==> src/rtl/rom_reader_pkg.sv <==
// Shared types and constants for the ROM read sequencer: FSM state encoding,
// active levels of the ROM control pins and the default bus widths.
package rom_reader_pkg;

  localparam int ROM_ADDR_WIDTH = 9;
  localparam int ROM_DATA_WIDTH = 8;

  localparam logic ROM_CE_ACTIVE = 1'b0;
  localparam logic ROM_OE_ACTIVE = 1'b0;

  typedef enum logic [2:0] {
    IDLE  = 3'd0,
    SETUP = 3'd1,
    WAIT  = 3'd2,
    LATCH = 3'd3,
    HOLD  = 3'd4,
    DONE  = 3'd5
  } rom_state_e;

  // Chip is selected from address setup until the byte has been latched.
  function automatic logic ce_asserted(input rom_state_e s);
    return (s == SETUP) || (s == WAIT) || (s == LATCH);
  endfunction

  function automatic logic oe_asserted(input rom_state_e s);
    return (s == WAIT) || (s == LATCH);
  endfunction

endpackage

==> src/rtl/rom_access_timer.sv <==
// Access-time down-counter: loaded with ACCESS_CYCLES as SETUP ends, counts
// while the sequencer waits, and flags the last WAIT cycle.
module rom_access_timer #(
  parameter int ACCESS_CYCLES = 4
) (
  input  logic clk,
  input  logic reset,
  input  logic load,
  input  logic en,
  output logic expired
);

  logic [3:0] cnt_q;
  logic [3:0] cnt_d;

  // NOTE: every always_comb output gets a default first so no latch is inferred.
  always_comb begin
    cnt_d = cnt_q;
    if (load) begin
      cnt_d = 4'(ACCESS_CYCLES);
    end else if (en && (cnt_q != 4'd0)) begin
      cnt_d = cnt_q - 4'd1;
    end
  end

  // NOTE: reset is synchronous and active-low; state updates use <= only.
  always_ff @(posedge clk) begin
    if (!reset) begin
      cnt_q <= 4'd0;
    end else begin
      cnt_q <= cnt_d;
    end
  end

  assign expired = (cnt_q == 4'd1);

endmodule

==> src/rtl/rom_read_sequencer.sv <==
// Walks START_ADDR..END_ADDR of a parallel ROM with CE/OE timing and streams
// each byte out over valid/ready. Define ROM_READ_CHECKSUM_EN for the checksum.
module rom_read_sequencer
  import rom_reader_pkg::*;
#(
  parameter int ADDR_WIDTH    = ROM_ADDR_WIDTH,
  parameter int DATA_WIDTH    = ROM_DATA_WIDTH,
  parameter int ACCESS_CYCLES = 4,
  parameter int START_ADDR    = 0,
  parameter int END_ADDR      = (1 << ADDR_WIDTH) - 1
) (
  input  logic                  clk,
  input  logic                  reset,
  input  logic                  start,
  input  logic                  abort,
  output logic [ADDR_WIDTH-1:0] rom_addr,
  output logic                  rom_ce_n,
  output logic                  rom_oe_n,
  input  logic [DATA_WIDTH-1:0] rom_data,
  output logic [DATA_WIDTH-1:0] out_data,
  output logic                  out_valid,
  input  logic                  out_ready,
  output logic                  busy,
  output logic                  done,
  output logic [ADDR_WIDTH-1:0] display_addr,
  output logic [15:0]           checksum
);

  localparam logic [ADDR_WIDTH-1:0] START_A = ADDR_WIDTH'(START_ADDR);
  localparam logic [ADDR_WIDTH-1:0] END_A   = ADDR_WIDTH'(END_ADDR);

  if (START_ADDR > END_ADDR) begin : g_bad_range
    $error("rom_read_sequencer: START_ADDR must not exceed END_ADDR");
  end
  if ((ACCESS_CYCLES < 1) || (ACCESS_CYCLES > 15)) begin : g_bad_access
    $error("rom_read_sequencer: ACCESS_CYCLES must be within 1..15");
  end

  rom_state_e            state_q, state_d;
  logic [ADDR_WIDTH-1:0] addr_q, addr_d;
  logic [DATA_WIDTH-1:0] out_data_q, out_data_d;
  logic                  rom_ce_n_q, rom_oe_n_q, out_valid_q, busy_q, done_q;
  logic                  timer_expired;
  logic                  start_accept;
  logic                  byte_accept;

  assign start_accept = (state_q == IDLE) && start && !abort;
  assign byte_accept  = (state_q == HOLD) && out_ready;

  rom_access_timer #(
    .ACCESS_CYCLES(ACCESS_CYCLES)
  ) u_timer (
    .clk    (clk),
    .reset  (reset),
    .load   (state_q == SETUP),
    .en     (state_q == WAIT),
    .expired(timer_expired)
  );

  always_comb begin
    state_d    = state_q;
    addr_d     = addr_q;
    out_data_d = out_data_q;
    unique case (state_q)
      IDLE: begin
        if (start_accept) begin
          state_d = SETUP;
          addr_d  = START_A;
        end
      end
      SETUP: state_d = WAIT;
      WAIT:  if (timer_expired) state_d = LATCH;
      LATCH: begin
        state_d    = HOLD;
        out_data_d = rom_data;
      end
      HOLD: begin
        if (out_ready) begin
          if (addr_q == END_A) begin
            state_d = DONE;
          end else begin
            state_d = SETUP;
            addr_d  = addr_q + 1'b1;
          end
        end
      end
      DONE:    state_d = IDLE;
      default: state_d = IDLE;
    endcase
    // Abort overrides whatever the state wanted, including an increment.
    if (abort && (state_q != IDLE)) begin
      state_d    = IDLE;
      addr_d     = addr_q;
      out_data_d = out_data_q;
    end
  end

  // Pin-level outputs are decoded from the next state so they leave flops.
  always_ff @(posedge clk) begin
    if (!reset) begin
      state_q     <= IDLE;
      addr_q      <= START_A;
      out_data_q  <= '0;
      rom_ce_n_q  <= ~ROM_CE_ACTIVE;
      rom_oe_n_q  <= ~ROM_OE_ACTIVE;
      out_valid_q <= 1'b0;
      busy_q      <= 1'b0;
      done_q      <= 1'b0;
    end else begin
      state_q     <= state_d;
      addr_q      <= addr_d;
      out_data_q  <= out_data_d;
      rom_ce_n_q  <= ce_asserted(state_d) ? ROM_CE_ACTIVE : ~ROM_CE_ACTIVE;
      rom_oe_n_q  <= oe_asserted(state_d) ? ROM_OE_ACTIVE : ~ROM_OE_ACTIVE;
      out_valid_q <= (state_d == HOLD);
      busy_q      <= (state_d != IDLE);
      done_q      <= (state_d == DONE);
    end
  end

`ifdef ROM_READ_CHECKSUM_EN
  logic [15:0] checksum_q, checksum_d;

  always_comb begin
    checksum_d = checksum_q;
    if (start_accept) begin
      checksum_d = 16'd0;
    end else if (byte_accept) begin
      checksum_d = checksum_q + 16'(out_data_q);
    end
  end

  always_ff @(posedge clk) begin
    if (!reset) begin
      checksum_q <= 16'd0;
    end else begin
      checksum_q <= checksum_d;
    end
  end

  assign checksum = checksum_q;
`else
  logic unused_accept;
  assign unused_accept = byte_accept;
  assign checksum      = 16'd0;
`endif

  assign rom_addr     = addr_q;
  assign display_addr = addr_q;
  assign rom_ce_n     = rom_ce_n_q;
  assign rom_oe_n     = rom_oe_n_q;
  assign out_data     = out_data_q;
  assign out_valid    = out_valid_q;
  assign busy         = busy_q;
  assign done         = done_q;

endmodule

==> config.mk <==
export PLATFORM = sky130hd
export DESIGN_NAME = rom_read_sequencer
export DESIGN_NICKNAME = d
export VERILOG_FILES = /design/src/rtl/rom_reader_pkg.sv /design/src/rtl/rom_access_timer.sv /design/src/rtl/rom_read_sequencer.sv
export SDC_FILE = /design/constraint.sdc
export NUM_CORES = 1
export LEC_CHECK = 0
export BUFFER_PORTS_ARGS = -buffer_cell sky130_fd_sc_hd__buf_2
export CELL_PAD_IN_SITES_DETAIL_PLACEMENT = 1
export CELL_PAD_IN_SITES_GLOBAL_PLACEMENT = 1
export CORE_ASPECT_RATIO = 0.5
export CORE_UTILIZATION = 34
export DETAILED_ROUTE_END_ITERATION = 10
export GPL_TIMING_DRIVEN = 0
export PLACE_DENSITY = 0.81
export REMOVE_ABC_BUFFERS = 1
export SETUP_SLACK_MARGIN = 0.2
export SLEW_MARGIN = 0
export SYNTH_ARGS = -nofsm -noshare
export SYNTH_HDL_FRONTEND = slang
export SYNTH_SLANG_ARGS = --single-unit
==> constraint.sdc <==
create_clock -name clk -period 2.6 [get_ports clk]
set_input_delay 0.52 -clock clk [delete_from_list [all_inputs] [get_ports clk]]
set_output_delay 0.52 -clock clk [all_outputs]
set_load 0.02 [all_outputs]
# ---- After elaboration in Yosys (flattened, before gate mapping)
# Cells that the tools add are included.
dict set report classes {
  n_addsub 2
  eq_ne 14
  n_mux 14
  bitwise_logic 2
  reduce_logical 17
}
# operator count
set op_table {}
lappend op_table {{$mux W9} 3}
lappend op_table {{$mux W3} 7}
lappend op_table {{$pmux W9 S2} 1}
lappend op_table {{$pmux W3 S5} 1}
lappend op_table {{$eq A3 B2 Y1 const B} 4}
lappend op_table {{$add A9 B1 Y9 const B} 1}
lappend op_table {{$eq A3 B3 Y1 const B} 3}
lappend op_table {{$eq A9 B9 Y1 const B} 1}
lappend op_table {{$eq A3 B1 Y1 const B} 2}
lappend op_table {{$ne A2 B2 Y1 const B} 3}
lappend op_table {{$reduce_bool A3 Y1} 2}
lappend op_table {{$reduce_and A5 Y1} 1}
lappend op_table {{$eq A4 B1 Y1 const B} 1}
lappend op_table {{$logic_and A1 B1 Y1} 4}
lappend op_table {{$reduce_bool A2 Y1} 2}
lappend op_table {{$reduce_bool A4 Y1} 1}
lappend op_table {{$sub A4 B1 Y4 const B} 1}
lappend op_table {{$logic_not A3 Y1} 1}
lappend op_table {{$logic_or A1 B1 Y1} 3}
lappend op_table {{$mux W1} 2}
lappend op_table {{$not A1 Y1} 2}
lappend op_table {{$reduce_and A2 Y1} 1}
lappend op_table {{$reduce_or A2 Y1} 1}
lappend op_table {{$logic_not A1 Y1} 1}
dict set report totals {
  register_bits 29
}

# ---- Logic depth before layout (Yosys ltp)
# Gate-level depths: netlist (run 1).
dict set report logic_depth {
  depth_word 10
  ltp_mapped 9
  depth_no_buf 9
}

# ---- By module
# From an unflattened synthesis (run 1), not the netlist that was laid out.
dict set report hier_totals {
  hier_cells 173
  area_unflattened_um2 1532.7
}
# module n_inst cells_each area_per_inst_um2
set by_module_without_submodules {}
lappend by_module_without_submodules {rom_read_sequencer 1 147 1296.2}
lappend by_module_without_submodules {rom_access_timer 1 26 236.5}

# ---- Least setup slack after synthesis (run 1)
# OpenSTA, ideal clock, no wires.
dict set report synth_timing {
  path_kind {flip-flop to flip-flop}
  from {reg addr_q[0], in the netlist display_addr[0]}
  to {reg addr_q[5], in the netlist display_addr[5]}
  t_arrival_ns 2.055
  setup_slack_ns 0.426
  stages_incl_launch_ff 10
  path_buffers 0
  path_cell_list {dfxtp_1 -> ha_1 -> and2_1 -> nand2_1 -> nor2_1 -> ha_1 -> or3b_2 -> nor4_1 -> xnor2_1 -> nor2_1}
}
dict set report synth_via {
  elab_chain_len 4
  word_cells_on_any_way 7
  cone_classes {add/sub: 1; eq/ne: 2; mux: 3; reduce/logical: 1}
}
# item line
set synth_lines {}
lappend synth_lines {{start, declared} rom_read_sequencer.sv:40} ;# logic [ADDR_WIDTH-1:0] addr_q, addr_d;
lappend synth_lines {{start signal, assigned} rom_read_sequencer.sv:111} ;# addr_q <= addr_d;
lappend synth_lines {{$add A9 B1 Y9} rom_read_sequencer.sv:83} ;# addr_d = addr_q + 1'b1;
lappend synth_lines {{$mux W9} rom_read_sequencer.sv:79} ;# if (addr_q == END_A) begin
lappend synth_lines {{$mux W9} rom_read_sequencer.sv:78} ;# if (out_ready) begin
lappend synth_lines {{$pmux W9 S2} rom_read_sequencer.sv:64} ;# unique case (state_q)
# Parallel ways exist; a longest one is shown, timed or not. The select of a mux whose other input is x is not followed.
# A chain may end at the register's enable or synchronous reset.

# ---- Worst setup path after layout (run 1)
# Same ends and word-level chain as after synthesis.

==> results of run 1 <==
[metal layers]
metal  track usage  share of wire  up-vias
li1              -              -      601
met1         0.172           0.43      585
met2         0.274           0.50       44
met3        0.0498          0.052        6
met4        0.0647          0.018        0
met5             0              0        -
[report_power, final]
part | switching (µW) | internal [µW] | total, µW
Combinational | 49.9 | 20.0 | 69.9
Sequential | 5.49 | 449 | 454
Clock | 179 | 311 | 491
[how the worst min path moves through the flow]
stage,start,end
finish,rom_data[7],out_data[7]$_SDFFE_PN0P_
global route,rom_data[0],out_data[0]$_SDFFE_PN0P_
CTS,rom_data[7],out_data[7]$_SDFFE_PN0P_
detailed placement,out_data[7]$_SDFFE_PN0P_,out_data[7]$_SDFFE_PN0P_
global placement,out_data[3]$_SDFFE_PN0P_,out_data[3]$_SDFFE_PN0P_
floorplan,u_timer.cnt_q[1]$_SDFFE_PP0P_,u_timer.cnt_q[1]$_SDFFE_PP0P_
[logic make-up after synthesis]
kind of cell / synth area share
flip-flops: 0.390
adder cells (fa/ha/maj): 0.0420
other: 0.00252
multiplexers: 0.0538
buffers and inverters: 0.161
AO/OA/AOI/OAI: 0.0824
XOR/XNOR: 0.0529
AND/OR/NAND/NOR: 0.216
[through the flow]
| stage | total power (µW) | setup slack [ns] | cell area, µm² | util | std cells |
|---|---|---|---|---|---|
| detailed placement | 533 | 0.369 | 1610 | 0.399 | 251 |
| global placement | 531 | 0.396 | 1610 | 0.399 | 251 |
| floorplan | 510 | 0.325 | 1330 | - | 154 |
| global route | 1060 | 0.211 | 1730 | 0.428 | 259 |
| CTS | 1030 | 0.319 | 1730 | 0.428 | 259 |
| finish | 1010 | 0.319 | 1730 | 0.428 | 259 |
[placed cells by master (no fill, tap or decap), types with 2 or more instances in the layout]
cell type  count
nor3_1         4
nand4_1        3
a211oi_1       2
a21oi_1        2
conb_1        16
buf_2         43
o21ai_0        2
nand3_1        4
nand2_1        8
xnor2_1        4
nor4_1         3
nor3b_1        3
xor2_1         5
a21o_1         2
nor2b_1        2
inv_1          6
dfxtp_1       29
clkbuf_8       6
nor2_1        27
and3_1         3
a22oi_1        3
mux2i_1        8
ha_1           5
[state kept, by name, summed over array words and instances (netlist names)]
register and cells:
out_data 8, rom_oe_n 1, out_valid 1, done 1, state_q 3, u_timer.cnt_q 4
busy 1, rom_ce_n 1, display_addr 9
[layout make-up]
class	count	area, µm²	area share
Clock inverter	2	37.5	0.0217
Inverter	6	22.5	0.0130
Clock buffer	6	82.6	0.0477
Tap cell	54	67.6	0.0390
Timing Repair Buffer	43	215	0.124
Sequential cell	29	581	0.335
Multi-Input combinational cell	119	726	0.419
[worst register-to-register path, delay by kind of cell, from the launching register on]
family	cells	cell delay, ns
simple gates	6	1.24
fa+ha+maj	2	0.42
flops	1	0.35
xor+xnor	1	0.16
==> impl_metrics.toml, run 1 <==
[timing]
tightest_slew_ns = 0.584
setup-violations-final = 0
slew_viol_final = 0
finalHoldViolCount = 0
hold_ws_ns = 0.480
relSlewSlack = 0.610
min_period_over_period = 0.877
clock_skew_ns = 0.00259
period_minus_slack_ns = 2.28
grt_setup_unrepaired = "no"
setup-tns-final_ns = 0
max_freq_ghz = 0.438

[clock_network]
clkLatencyLatePin_ns = 0.28
root_buffer = "clkbuf_8"
clk_pin_slew_worst_paths_ns = 0.07
cts_tree = "built"
postCtsSetupBuffers = 0
cts.sinks = 29
cts_resized = 0
clock_path_buffers = 2
htreeDepth = 2
numCtsBuffers = 5
cts_hold_buf = 0

[layout]
num-nets-final = 222
fillers = 505
layout-drive-gt1-share = 0.263
areaGrowthSynthToFinish_pct = 16.3
n_antenna_cell = 0

[drt]
wl_per_cell_um = 12.9
ant_nets = 0
totalWireLength_um = 3340
vias = 1236
drtPass1Iterations = 4
drc_errors = 0
vias_per_cell = 4.77
drtIter0Drc = 27

[setup_path]
crit_path_end = "display_addr[5]$_SDFFE_PN0P_"
crit_type = "flop to flop"
rr_worst_depth = 9
crit_slowest_cell = "or3b_2"
end_kind = "flop"
cp_max_fo = 6
reg2reg_from = "display_addr[0]$_SDFFE_PN0P_"
worstSetupStartpointType = "flop"
worst_path_largest_cell_delay_ns = 0.52
timing.rr.end = "display_addr[5]$_SDFFE_PN0P_"
required_ns = 2.77
startpoint = "display_addr[0]$_SDFFE_PN0P_"
cp_num_cells = 9
reg2reg_slack_ns = 0.32
path_buf_inv = 0
crit_family = "simple AND/OR/NAND/NOR gates"
crit_chain = "ha_1 -> and2_1 -> nand2_1 -> nor2_1 -> ha_1 -> or3b_2 -> nor4_1 -> xnor2_1 -> nor2_1"
arrival_ns = 2.45

[global_routing]
grt_pass1_wl_um = 5510
track_usage = 0.155
antenna_found_initial = 0
grt_overflow = 0
grt_max_degree = 15
grt_pass1_vias = 1205

[yosys]
syn_inst = 169
synth-edff-count = 0
synthFlopType = "dfxtp_1"
avgSynthCellArea_um2 = 8.81
ys_seq_area_frac = 0.390
synth_area_leaders = "dfxtp_1, buf_4, nor2_1, mux2i_1, ha_1"
yosysUniqueCellTypes = 38
synth_most_common_cell = "dfxtp_1"
yosysTopAreaCellShare = 0.390
synth_commonest_cells = "dfxtp_1, nor2_1, buf_4, mux2i_1, nand2_1"
ys_warn_count = 0
synthArstFlopShare = 0
synth.ff_latch_count = 29
yosysTopAreaCell = "dfxtp_1"
syn_area_um2 = 1490

[status]
status = "completed"

[floorplan]
die_area_um2 = 4660
ios = 60
die_h_um = 48.8
die_x_um = 95.6
core_um2 = 4040
fp-row-count = 16
start_util = 0.368

[pwr]
powerDensity_nw_per_um2 = 586
ir_drop_uv = 194
power.leakage_uw = 0.000791

[hold_path]
hp-class = "primary input to flop"
hold_path_depth = 3

[placed_design]
dp_hpwl_um = 2350
gp_congestion = 0.784
portBuffers = 43

[flow_run]
maxCapViolCount = 0
Note: power is estimated with default switching activity, not from simulation.
==> run 2, diff against run 1 <==
--- a/config.mk
+++ b/config.mk
@@ -9,10 +9,11 @@
 export CELL_PAD_IN_SITES_DETAIL_PLACEMENT = 1
 export CELL_PAD_IN_SITES_GLOBAL_PLACEMENT = 1
 export CORE_ASPECT_RATIO = 0.5
-export CORE_UTILIZATION = 34
+export CORE_UTILIZATION = 36
+export CTS_BUF_LIST = sky130_fd_sc_hd__clkbuf_8
 export DETAILED_ROUTE_END_ITERATION = 10
 export GPL_TIMING_DRIVEN = 0
-export PLACE_DENSITY = 0.81
+export PLACE_DENSITY = 0.85
 export REMOVE_ABC_BUFFERS = 1
 export SETUP_SLACK_MARGIN = 0.2
 export SLEW_MARGIN = 0
==> run 2 against run 1 <==
Sequential power about the same. Via count increased by 2.2%. Critical path depth unchanged. Critical path type unchanged.
==> impl_metrics.toml, run 2 (same netlist as run 1, synthesis figures left out) <==
[timing]
tightest_slew_ns = 0.605
relSlewSlack = 0.596
setup-tns-final_ns = 0
setup_slack_ns = 0.293
grt_setup_unrepaired = "no"
finalHoldViolCount = 0
max_freq_ghz = 0.433
clock_skew_ns = 0.00600
hold_ws_ns = 0.475
min_period_over_period = 0.887
slew_viol_final = 0
setup-violations-final = 0
period_minus_slack_ns = 2.31

[setup_path]
end_kind = "flop"
worst_path_largest_cell_delay_ns = 0.48
reg2reg_slack_ns = 0.29
crit_type = "flop to flop"
startpoint = "display_addr[0]$_SDFFE_PN0P_"
reg2reg_from = "display_addr[0]$_SDFFE_PN0P_"
worstSetupStartpointType = "flop"
cp_max_fo = 6
arrival_ns = 2.46
required_ns = 2.75
crit_slowest_cell = "nor3b_1"
crit_chain = "ha_1 -> and2_1 -> nand2_1 -> nor2_1 -> ha_1 -> nor3b_1 -> a22oi_1 -> a22oi_1 -> nor2_1"

[clock_network]
postCtsSetupBuffers = 0
root_buffer = "clkbuf_8"
cts_resized = 0
cts.sinks = 29
clk_pin_slew_worst_paths_ns = 0.06
clkLatencyLatePin_ns = 0.28
htreeDepth = 2
numCtsBuffers = 5
cts_hold_buf = 0
clock_path_buffers = 2
cts_tree = "built"

[drt]
ant_nets = 0
vias_per_cell = 4.90
totalWireLength_um = 3620
wl_per_cell_um = 14.0
vias = 1263
drtPass1Iterations = 4
drc_errors = 0
drtIter0Drc = 80

[pwr]
ir_drop_uv = 172
powerDensity_nw_per_um2 = 523
power.leakage_uw = 0.000782

[floorplan]
die_x_um = 93.0
die_h_um = 47.5
fp-row-count = 16
ios = 60
start_util = 0.379
die_area_um2 = 4410
core_um2 = 3920

[global_routing]
track_usage = 0.172
grt_pass1_wl_um = 5560
grt_max_degree = 15
grt_pass1_vias = 1131
antenna_found_initial = 0
grt_overflow = 0

[layout]
mostFrequentLayoutCells = "buf_2, dfxtp_1, nor2_1"
layout-drive-gt1-share = 0.260
areaGrowthSynthToFinish_pct = 14.5
num-nets-final = 222
mostFrequentLayoutCell = "buf_2"
largest_reg_flops = 9
n_antenna_cell = 0
final_area_um2 = 1700

[flow_run]
maxCapViolCount = 0

[hold_path]
hp-start = "rom_data[5]"
hp-class = "primary input to flop"

[placed_design]
gp_congestion = 0.832
dp_hpwl_um = 2570
portBuffers = 43
dpl_cell_area_um2 = 1610
pre_cts_ws_ns = 0.344

[status]
status = "completed"
==> run 2: changes by cell type in the layout (fill, tap and decap cells not counted), sizes merged <==
cell	delta
bufinv	-1
clkinvlp	-1
inv	+1
==> run 2: cell type report <==
cell class                      instances  area, µm²
Fill cell                             506       2220
Multi-Input combinational cell        119        732
Sequential cell                        29        581
Timing Repair Buffer                   43        215
Clock buffer                            6       82.6
Tap cell                               54       67.6
Inverter                                6       22.5
Clock inverter                          1       3.75
==> run 2: power breakdown <==
group          leakage [µW]  internal, µW  total [µW]  switching [µW]
Sequential         0.000234           449         455            5.75
Combinational      0.000499          20.0        70.5            50.5
Clock             0.0000485           205         366             160
Total              0.000782           675         891             217
==> run 2: routing by layer <==
| layer | vias up | wire length (µm) | track usage |
|---|---|---|---|
| met4 | 0 | 0 | 0.0554 |
| met5 | - | 0 | 0 |
| met3 | 0 | 138 | 0.0571 |
| met1 | 630 | 1490 | 0.192 |
| met2 | 33 | 1990 | 0.328 |
| li1 | 600 | - | - |
==> run 2: path summary, 6_finish.rpt <==
kind                                                endpoint  cells after the start
worst max register to register  display_addr[8]$_SDFFE_PN0P_                      9
worst min-delay path                out_data[5]$_SDFFE_PN0P_                      3
worst max-delay path            display_addr[8]$_SDFFE_PN0P_                      9
worst min register to register      out_data[5]$_SDFFE_PN0P_                      2
==> run 2: worst max-delay path, delay by kind of cell, from the launching register on <==
| family | cells | cell delay [ns] |
|---|---|---|
| compound gates | 2 | 0.54 |
| simple gates | 5 | 0.86 |
| flops | 1 | 0.35 |
| fa+ha+maj | 2 | 0.42 |
==> run 2: metrics by stage <==
stage	power [µW]	utilization	instances
floorplan	510	-	154
global placement	531	0.411	251
detailed placement	534	0.411	251
CTS	901	0.433	258
global route	934	0.434	258
finish	891	0.434	258
